File: src/rtl/mem_pkg.sv
// Shared definitions for the unified instruction/data memory port.
package mem_pkg;

    // RISC-V load/store width and sign codes (funct3)
    localparam logic [2:0] F3_B  = 3'b000;
    localparam logic [2:0] F3_H  = 3'b001;
    localparam logic [2:0] F3_W  = 3'b010;
    localparam logic [2:0] F3_BU = 3'b100;
    localparam logic [2:0] F3_HU = 3'b101;

    // Byte address where the data region starts in the unified memory map
    localparam int unsigned DATA_MEM_BASE = 32'h0000_2000;

    // Which requester the read data returning next cycle belongs to
    typedef enum logic [1:0] {
        OWN_NONE = 2'd0,
        OWN_IF   = 2'd1,
        OWN_DM   = 2'd2
    } owner_e;

endpackage

File: src/rtl/mem_align_check.sv
// Flags data accesses whose address is not naturally aligned to the access width.
module mem_align_check
    import mem_pkg::*;
(
    input  logic [2:0] funct3,
    input  logic [1:0] addr_lo,
    output logic       misalign_c
);

    // Halfwords need addr[0]=0, words need addr[1:0]=0; bytes are always aligned
    always_comb begin
        misalign_c = 1'b0;
        case (funct3)
            F3_H, F3_HU: misalign_c = addr_lo[0];
            F3_W:        misalign_c = (addr_lo != 2'b00);
            default:     misalign_c = 1'b0;
        endcase
    end

endmodule

File: src/rtl/mem_port_arbiter.sv
// Cycle-based arbiter sharing one synchronous memory port between fetch and load/store.
module mem_port_arbiter
    import mem_pkg::*;
#(
    parameter int unsigned ADDR_W        = 14,
    parameter int unsigned MAX_DM_STREAK = 3
) (
    input  logic              clk,
    input  logic              rst_n,
    input  logic              if_req,
    input  logic [ADDR_W-1:0] if_addr,
    output logic              if_gnt,
    output logic              if_rvalid,
    output logic [31:0]       if_rdata,
    input  logic              dm_req,
    input  logic              dm_we,
    input  logic [2:0]        dm_funct3,
    input  logic [ADDR_W-1:0] dm_addr,
    input  logic [31:0]       dm_wdata,
    output logic              dm_gnt,
    output logic              dm_rvalid,
    output logic [31:0]       dm_rdata,
    output logic              dm_misalign,
    output logic              mem_en,
    output logic              mem_we,
    output logic              mem_sel_data,
    output logic [2:0]        mem_funct3,
    output logic [ADDR_W-1:0] mem_addr,
    output logic [31:0]       mem_wdata,
    input  logic [31:0]       mem_rdata,
    output logic              stall_if,
    output logic              stall_dm
);

    localparam int unsigned          STREAK_W   = $clog2(MAX_DM_STREAK + 1);
    localparam logic [STREAK_W-1:0]  STREAK_MAX = STREAK_W'(MAX_DM_STREAK);

    logic [STREAK_W-1:0] streak_q, streak_d;
    owner_e              owner_q, owner_d;
    logic [31:0]         if_rdata_q, dm_rdata_q;
    logic                dm_win_c, if_win_c, dm_misalign_c;

    mem_align_check u_align (
        .funct3     (dm_funct3),
        .addr_lo    (dm_addr[1:0]),
        .misalign_c (dm_misalign_c)
    );

    // Pick the winner: DM has priority until it has starved IF for MAX_DM_STREAK cycles
    always_comb begin
        dm_win_c = 1'b0;
        if_win_c = 1'b0;
        if (rst_n) begin
            dm_win_c = dm_req && (!if_req || (streak_q < STREAK_MAX));
            if_win_c = if_req && !dm_win_c;
        end
    end

    // Drive the memory port from the winner; a misaligned DM grant issues nothing
    always_comb begin
        mem_en       = 1'b0;
        mem_we       = 1'b0;
        mem_sel_data = 1'b0;
        mem_funct3   = 3'b000;
        mem_addr     = '0;
        mem_wdata    = '0;
        if (dm_win_c && !dm_misalign_c) begin
            mem_en       = 1'b1;
            mem_we       = dm_we;
            mem_sel_data = 1'b1;
            mem_funct3   = dm_funct3;
            mem_addr     = dm_addr;
            mem_wdata    = dm_wdata;
        end else if (if_win_c) begin
            mem_en     = 1'b1;
            mem_funct3 = F3_W;
            mem_addr   = if_addr;
        end
    end

    // Grants, misalignment pulse and hazard-unit stalls
    assign if_gnt      = if_win_c;
    assign dm_gnt      = dm_win_c;
    assign dm_misalign = dm_win_c && dm_misalign_c;
    assign stall_if    = rst_n && if_req && !if_win_c;
    assign stall_dm    = rst_n && dm_req && !dm_win_c;

    // Route returning read data to its owner; hold the last word otherwise
    assign if_rvalid = (owner_q == OWN_IF);
    assign dm_rvalid = (owner_q == OWN_DM);
    assign if_rdata  = if_rvalid ? mem_rdata : if_rdata_q;
    assign dm_rdata  = dm_rvalid ? mem_rdata : dm_rdata_q;

    // Next streak count and next response owner
    always_comb begin
        streak_d = streak_q;
        owner_d  = OWN_NONE;
        if (!if_req || if_win_c) begin
            streak_d = '0;
        end else if (dm_win_c && (streak_q != STREAK_MAX)) begin
            streak_d = streak_q + STREAK_W'(1);
        end
        if (if_win_c) begin
            owner_d = OWN_IF;
        end else if (dm_win_c && !dm_misalign_c && !dm_we) begin
            owner_d = OWN_DM;
        end
    end

    // State registers; reset drops any outstanding response
    always_ff @(posedge clk or negedge rst_n) begin
        if (!rst_n) begin
            streak_q   <= '0;
            owner_q    <= OWN_NONE;
            if_rdata_q <= '0;
            dm_rdata_q <= '0;
        end else begin
            streak_q <= streak_d;
            owner_q  <= owner_d;
            if (owner_q == OWN_IF) begin
                if_rdata_q <= mem_rdata;
            end
            if (owner_q == OWN_DM) begin
                dm_rdata_q <= mem_rdata;
            end
        end
    end

endmodule

File: config.mk
export PLATFORM = sky130hd
export DESIGN_NAME = mem_port_arbiter
export DESIGN_NICKNAME = d
export VERILOG_FILES = /design/src/rtl/mem_pkg.sv /design/src/rtl/mem_align_check.sv /design/src/rtl/mem_port_arbiter.sv
export SDC_FILE = /design/constraint.sdc
export NUM_CORES = 1
export LEC_CHECK = 0
export ABC_AREA = 1
export BUFFER_PORTS_ARGS = -buffer_cell sky130_fd_sc_hd__buf_2
export CAP_MARGIN = 20
export CORE_MARGIN = 3
export CORE_UTILIZATION = 37
export CTS_BUF_LIST = sky130_fd_sc_hd__clkbuf_8
export DETAILED_ROUTE_END_ITERATION = 6
export PLACE_DENSITY = 0.72
export SLEW_MARGIN = 20
export SYNTH_ARGS = -nofsm -noshare
export SYNTH_HDL_FRONTEND = slang
export SYNTH_SLANG_ARGS = --single-unit
File: constraint.sdc
create_clock -name clk -period 2.85 [get_ports clk]
set_input_delay 0.4275 -clock clk [delete_from_list [all_inputs] [get_ports clk]]
set_output_delay 0.4275 -clock clk [all_outputs]
set_load 0.05 [all_outputs]
==> Word level (Yosys, flattened, before mapping) <==
Index checks and enable logic that the tools add are counted.
{ "totals": {"register_bits": 68, "out_inout_bits": 123, "elab_cells": 51} }
{ "op_classes": {"add_sub_neg": 1, "order_cmp": 1, "eq_ne": 6, "muxes": 18, "n_reduce_logical": 21} }
{ "op_table": {"columns": ["op", "n"], "rows": [
  ["$mux W32", 3],
  ["$mux W14", 2],
  ["$logic_and A1 B1 Y1", 10],
  ["$mux W2", 5],
  ["$logic_not A1 Y1", 6],
  ["$mux W1", 6],
  ["$reduce_bool A2 Y1", 2],
  ["$eq A3 B1 Y1 const B", 1],
  ["$eq A3 B2 Y1 const B", 1],
  ["$eq A3 B3 Y1 const B", 1],
  ["$mux W3", 1],
  ["$add A2 B1 Y2 const B", 1],
  ["$eq A2 B1 Y1 const B", 1],
  ["$eq A2 B2 Y1 const B", 1],
  ["$logic_or A1 B1 Y1", 2],
  ["$lt A2 B2 Y1 const B", 1],
  ["$ne A2 B2 Y1 const B", 1],
  ["$pmux W1 S2", 1],
  ["$reduce_or A2 Y1", 1]
]} }

==> Logic depth before layout (Yosys ltp) <==
{ "logic_depth": {"ltp_word": 8, "ltp_mapped": 8} }

==> By module <==
From an unflattened synthesis, not the netlist that was laid out.
{ "unflattened": {"hier_cells": 409, "hier_area_um2": 3343.2} }
{ "by_module_without_submodules": {"columns": ["module", "instances", "cells_per_inst", "area_per_inst_um2", "seq_area_each_um2"], "rows": [
  ["mem_port_arbiter", 1, 400, 3304.4, 1701.6],
  ["mem_align_check", 1, 9, 38.8, 0.0]
]} }

==> Worst setup path before layout <==
OpenSTA, ideal clock, no wires.
{ "synth_timing": {"kind": "register to output", "startpoint": "reg owner_q[1]", "endpoint": "out if_rdata[0]", "arrival_ps": 2653, "required_ps": 2423, "path_slack_ps": -230, "path_stages_with_launch": 5, "path_buffers": 1, "path_cell_list": "dfrtp_1 nor2_1 inv_2 clkbuf_1 o21ai_0"} }
{ "synth_between": {"elab_chain_len": 2} }
{ "synth_rtl": {"columns": ["element", "line", "rtl"], "rows": [
  ["from (decl)", "mem_port_arbiter.sv:39", "owner_e owner_q, owner_d;"],
  ["from (signal assigned)", "mem_port_arbiter.sv:119", "owner_q <= owner_d;"],
  ["$eq A2 B1 Y1", "mem_port_arbiter.sv:89", "assign if_rvalid = (owner_q == OWN_IF);"],
  ["net if_rvalid", "mem_port_arbiter.sv:13", "output logic if_rvalid,"],
  ["$mux W32", null, null],
  ["to (decl)", "mem_port_arbiter.sv:14", "output logic [31:0] if_rdata,"]
]} }
The timed path passes the listed nets, and every way through them passes these cells.

==> Final worst setup path <==
{ "layout_timing": {"startpoint": "reg owner_q[0]", "endpoint": "out dm_rdata[7]"} }
{ "layout_between": {"elab_chain_len": 2} }
{ "layout_rtl": {"columns": ["element", "line", "rtl"], "rows": [
  ["$eq A2 B2 Y1", "mem_port_arbiter.sv:90", "assign dm_rvalid = (owner_q == OWN_DM);"],
  ["$mux W32", null, null],
  ["to (decl)", "mem_port_arbiter.sv:22", "output logic [31:0] dm_rdata,"]
]} }
Every way passes these cells.

==> reports/results.ini <==
[outcome]
outcome=finished clean

[synthesis]
avgSynthCellArea_um2=8.08
synthDominantAreaCellType=dfrtp_1
syn_area_um2=3210
yosys.area_share.adder_pct=0.389
synth_ff_type=dfrtp_1
synth_compound_area_share_pct=10.9
yosysTopAreaCellShare_pct=52.9
yosys_warnings=0
synth.ff_latch_count=68
synth-simple-area-share_pct=23.3
synth.net_count=499
synth.yosys.seq_area_share_pct=52.9
post_synth_main_area_contributors=dfrtp_1 53%, nand2_1 12%, o21ai_0 10%, inv_1 9.0%, nand4_1 2.9%
netlist-cell-type-count=20
synth_most_common_cell=nand2_1
multiplexer_share_of_the_synthesized_area_pct=0
async_flop_share_pct=100
post_synth_inst_count=398
synth_common_cells=102 x nand2_1, 77 x inv_1, 68 x dfrtp_1, 64 x o21ai_0, 24 x nor2_1
synth-edff-count=0
synth_top_family_by_area=simple AND/OR/NAND/NOR gates
synth_xor_xnor_area_share_pct=0

[clocking]
ctsLongestPathBuffers=2
cts_inserted_buffers=9
htreeDepth=3
worstSkewPairLatency_ns=0.33
postCtsSetupRepairBufs=0
tritoncts=built
cts_resized=0
root_buffer=clkbuf_8
cts.hold.buffers_added=0
clock_sinks=68
clkSlewWorstSetupHoldPaths_ns=0.07

[power]
peak_vdd_ir_mv=0.272
leakage_uw=0.00290
powerDensity_nw_per_um2=753

[route]
wl_um=9350
drc=0
routed_wire_length_per_instance_um=12.9
number_of_detailed_route_iterations_in_the_first_pass=4
drtAntennaViolNets=0
viasPerCell=4.46
route.vias.total=3242
drt-initial-drc-count=69

[setup_path]
reg2reg_slack_ns=1.46
cp.arrival_ns=1.93
crit_path_largest_cell_delay_ns=0.36
setup.worst_path.start_class=register
crit_path_max_fanout=42
worst-setup-path-type=reg -> out
timing.critical_path.required_ns=2.42
critPathSlowestCell=dfrtp_1
worstPathCellList=inv_1 > nand2_2 > buf_12 > o21ai_0 > buf_2
setup.worst_path.end_class=output port

[global_routing]
number_of_antenna_violations_at_the_first_check_in_global_routing=0
grt_start_max_net_pins=70
grt_pass1_wl_um=14800
via_count_of_the_first_global_routing_pass=3243
aggregate_global_route_resource_usage_pct=18.7
global_route.overflow_total=0

[floorplan]
dieArea_um2=9840
start_util_pct=38.5
die_height_um=99.2
count_of_boundary_i_o_pins=223
fp-row-count=33
floorplan.die.width_um=99.2
core-area_um2=8340

[finish]
final_core_util_pct=55.8
post_route_cells_drive_above_1_share_pct=43.1
layout-area-overhead-vs-synth_pct=44.9
num-nets-final=718
antenna_cells_inserted=0

[timing]
rsz0062_at_grt=no
finalSetupViolations=0
min_period_over_period_pct=82.8
max_freq_mhz=424
report.final.hold_viol_count=0
final.min_clock_period_ns=2.36
worst-slew-pin-transition_ns=0.844
timing_max_transition_violations_final=0
tns_ns=0
skew_ns=0.00768
maxSlewHeadroom_pct=43.8

[min_path]
hold_path_class=in -> reg

[flow_run]
max_cap_violations=0

[placement]
place_congestion=0.937
io_buffer_count=222
hpwl_um=7520

[through the flow]
step           setup WS, ns  total power, uW  cell area, um^2  hold slack [ns]  std cells
3_3_place_gp          0.784             2730             4460            0.465        711
4_1_cts               0.417             3550             4660            0.238        727
6_report              0.491             3510             4660            0.253        727
2_1_floorplan        -0.230             2360             3210            0.132        398
5_1_grt               0.312             3700             4660            0.243        727
3_5_place_dp          0.736             2760             4460            0.480        711
[layer usage]
metal	wire length (um)	track usage, %
met1	3510	20.4
met2	4740	33.3
met3	889	6.87
met4	210	6.41
met5	0	0
[registers in the layout (all words and copies together), names as in the netlist]
signal      count
dm_rdata_q     32
if_rdata_q     32
owner_q         2
streak_q        2
[kinds of logic after synthesis]
kind of cell               count (synthesis)
DFF                                       68
AOI/OAI and AO/OA                         67
and+or+nand+nor                          163
adders and majority gates                  1
buffers and inverters                     99
[area by class of cell]
cell class	count	area [um^2]
clock inverters	6	63.8
repair buffers	229	1220
fillers	791	3680
well taps	105	131
clock buffers	10	138
inverters	78	293
flip-flops and latches	68	1700
multi-input cells	231	1110
[cell usage in the layout (no fill, tap or decap)]
| cell | n |
|---|---|
| dfrtp_1 | 68 |
| ha_1 | 1 |
| nor2_4 | 8 |
| clkinv_2 | 2 |
| a21oi_1 | 1 |
| nand3_1 | 2 |
| nor2_1 | 24 |
| o21ai_1 | 21 |
| o21ai_0 | 43 |
| buf_2 | 221 |
| inv_2 | 1 |
| buf_4 | 4 |
| nand2_1 | 101 |
| nand3_2 | 2 |
| a21oi_4 | 1 |
| a21boi_0 | 1 |
| clkinvlp_4 | 2 |
| clkbuf_8 | 10 |
| nand2_2 | 1 |
| inv_1 | 77 |
| nand4_1 | 15 |
| bufinv_16 | 1 |
| buf_12 | 4 |
| nor2_2 | 10 |
| clkinv_4 | 1 |
[where the power goes]
part	internal [uW]	switching, uW
combinational	323	1190
sequential	1160	55.9
clock	426	354
total	1910	1600
[worst max-delay path, delay by kind of cell, from the launching register on]
kind                   cells  cell delay (ns)
DFF                        1             0.36
and+or+nand+nor            1             0.27
buffers and inverters      3             0.69
AOI/OAI and AO/OA          1             0.27
[path summary, 6_finish.rpt]
check / start / to / cells past startpoint
setup reg to reg: owner_q[0] / dm_rdata_q[7] / 4
hold reg to reg: if_rdata_q[17] / if_rdata_q[17] / 2
min in group asynchronous: rst_n / dm_rdata_q[22] / 2
setup / recovery: owner_q[0] / dm_rdata[7] / 5
hold / removal: dm_we / owner_q[1] / 2
max in group asynchronous: rst_n / dm_rdata_q[1] / 2
Note: power is estimated with default switching activity, not from simulation.
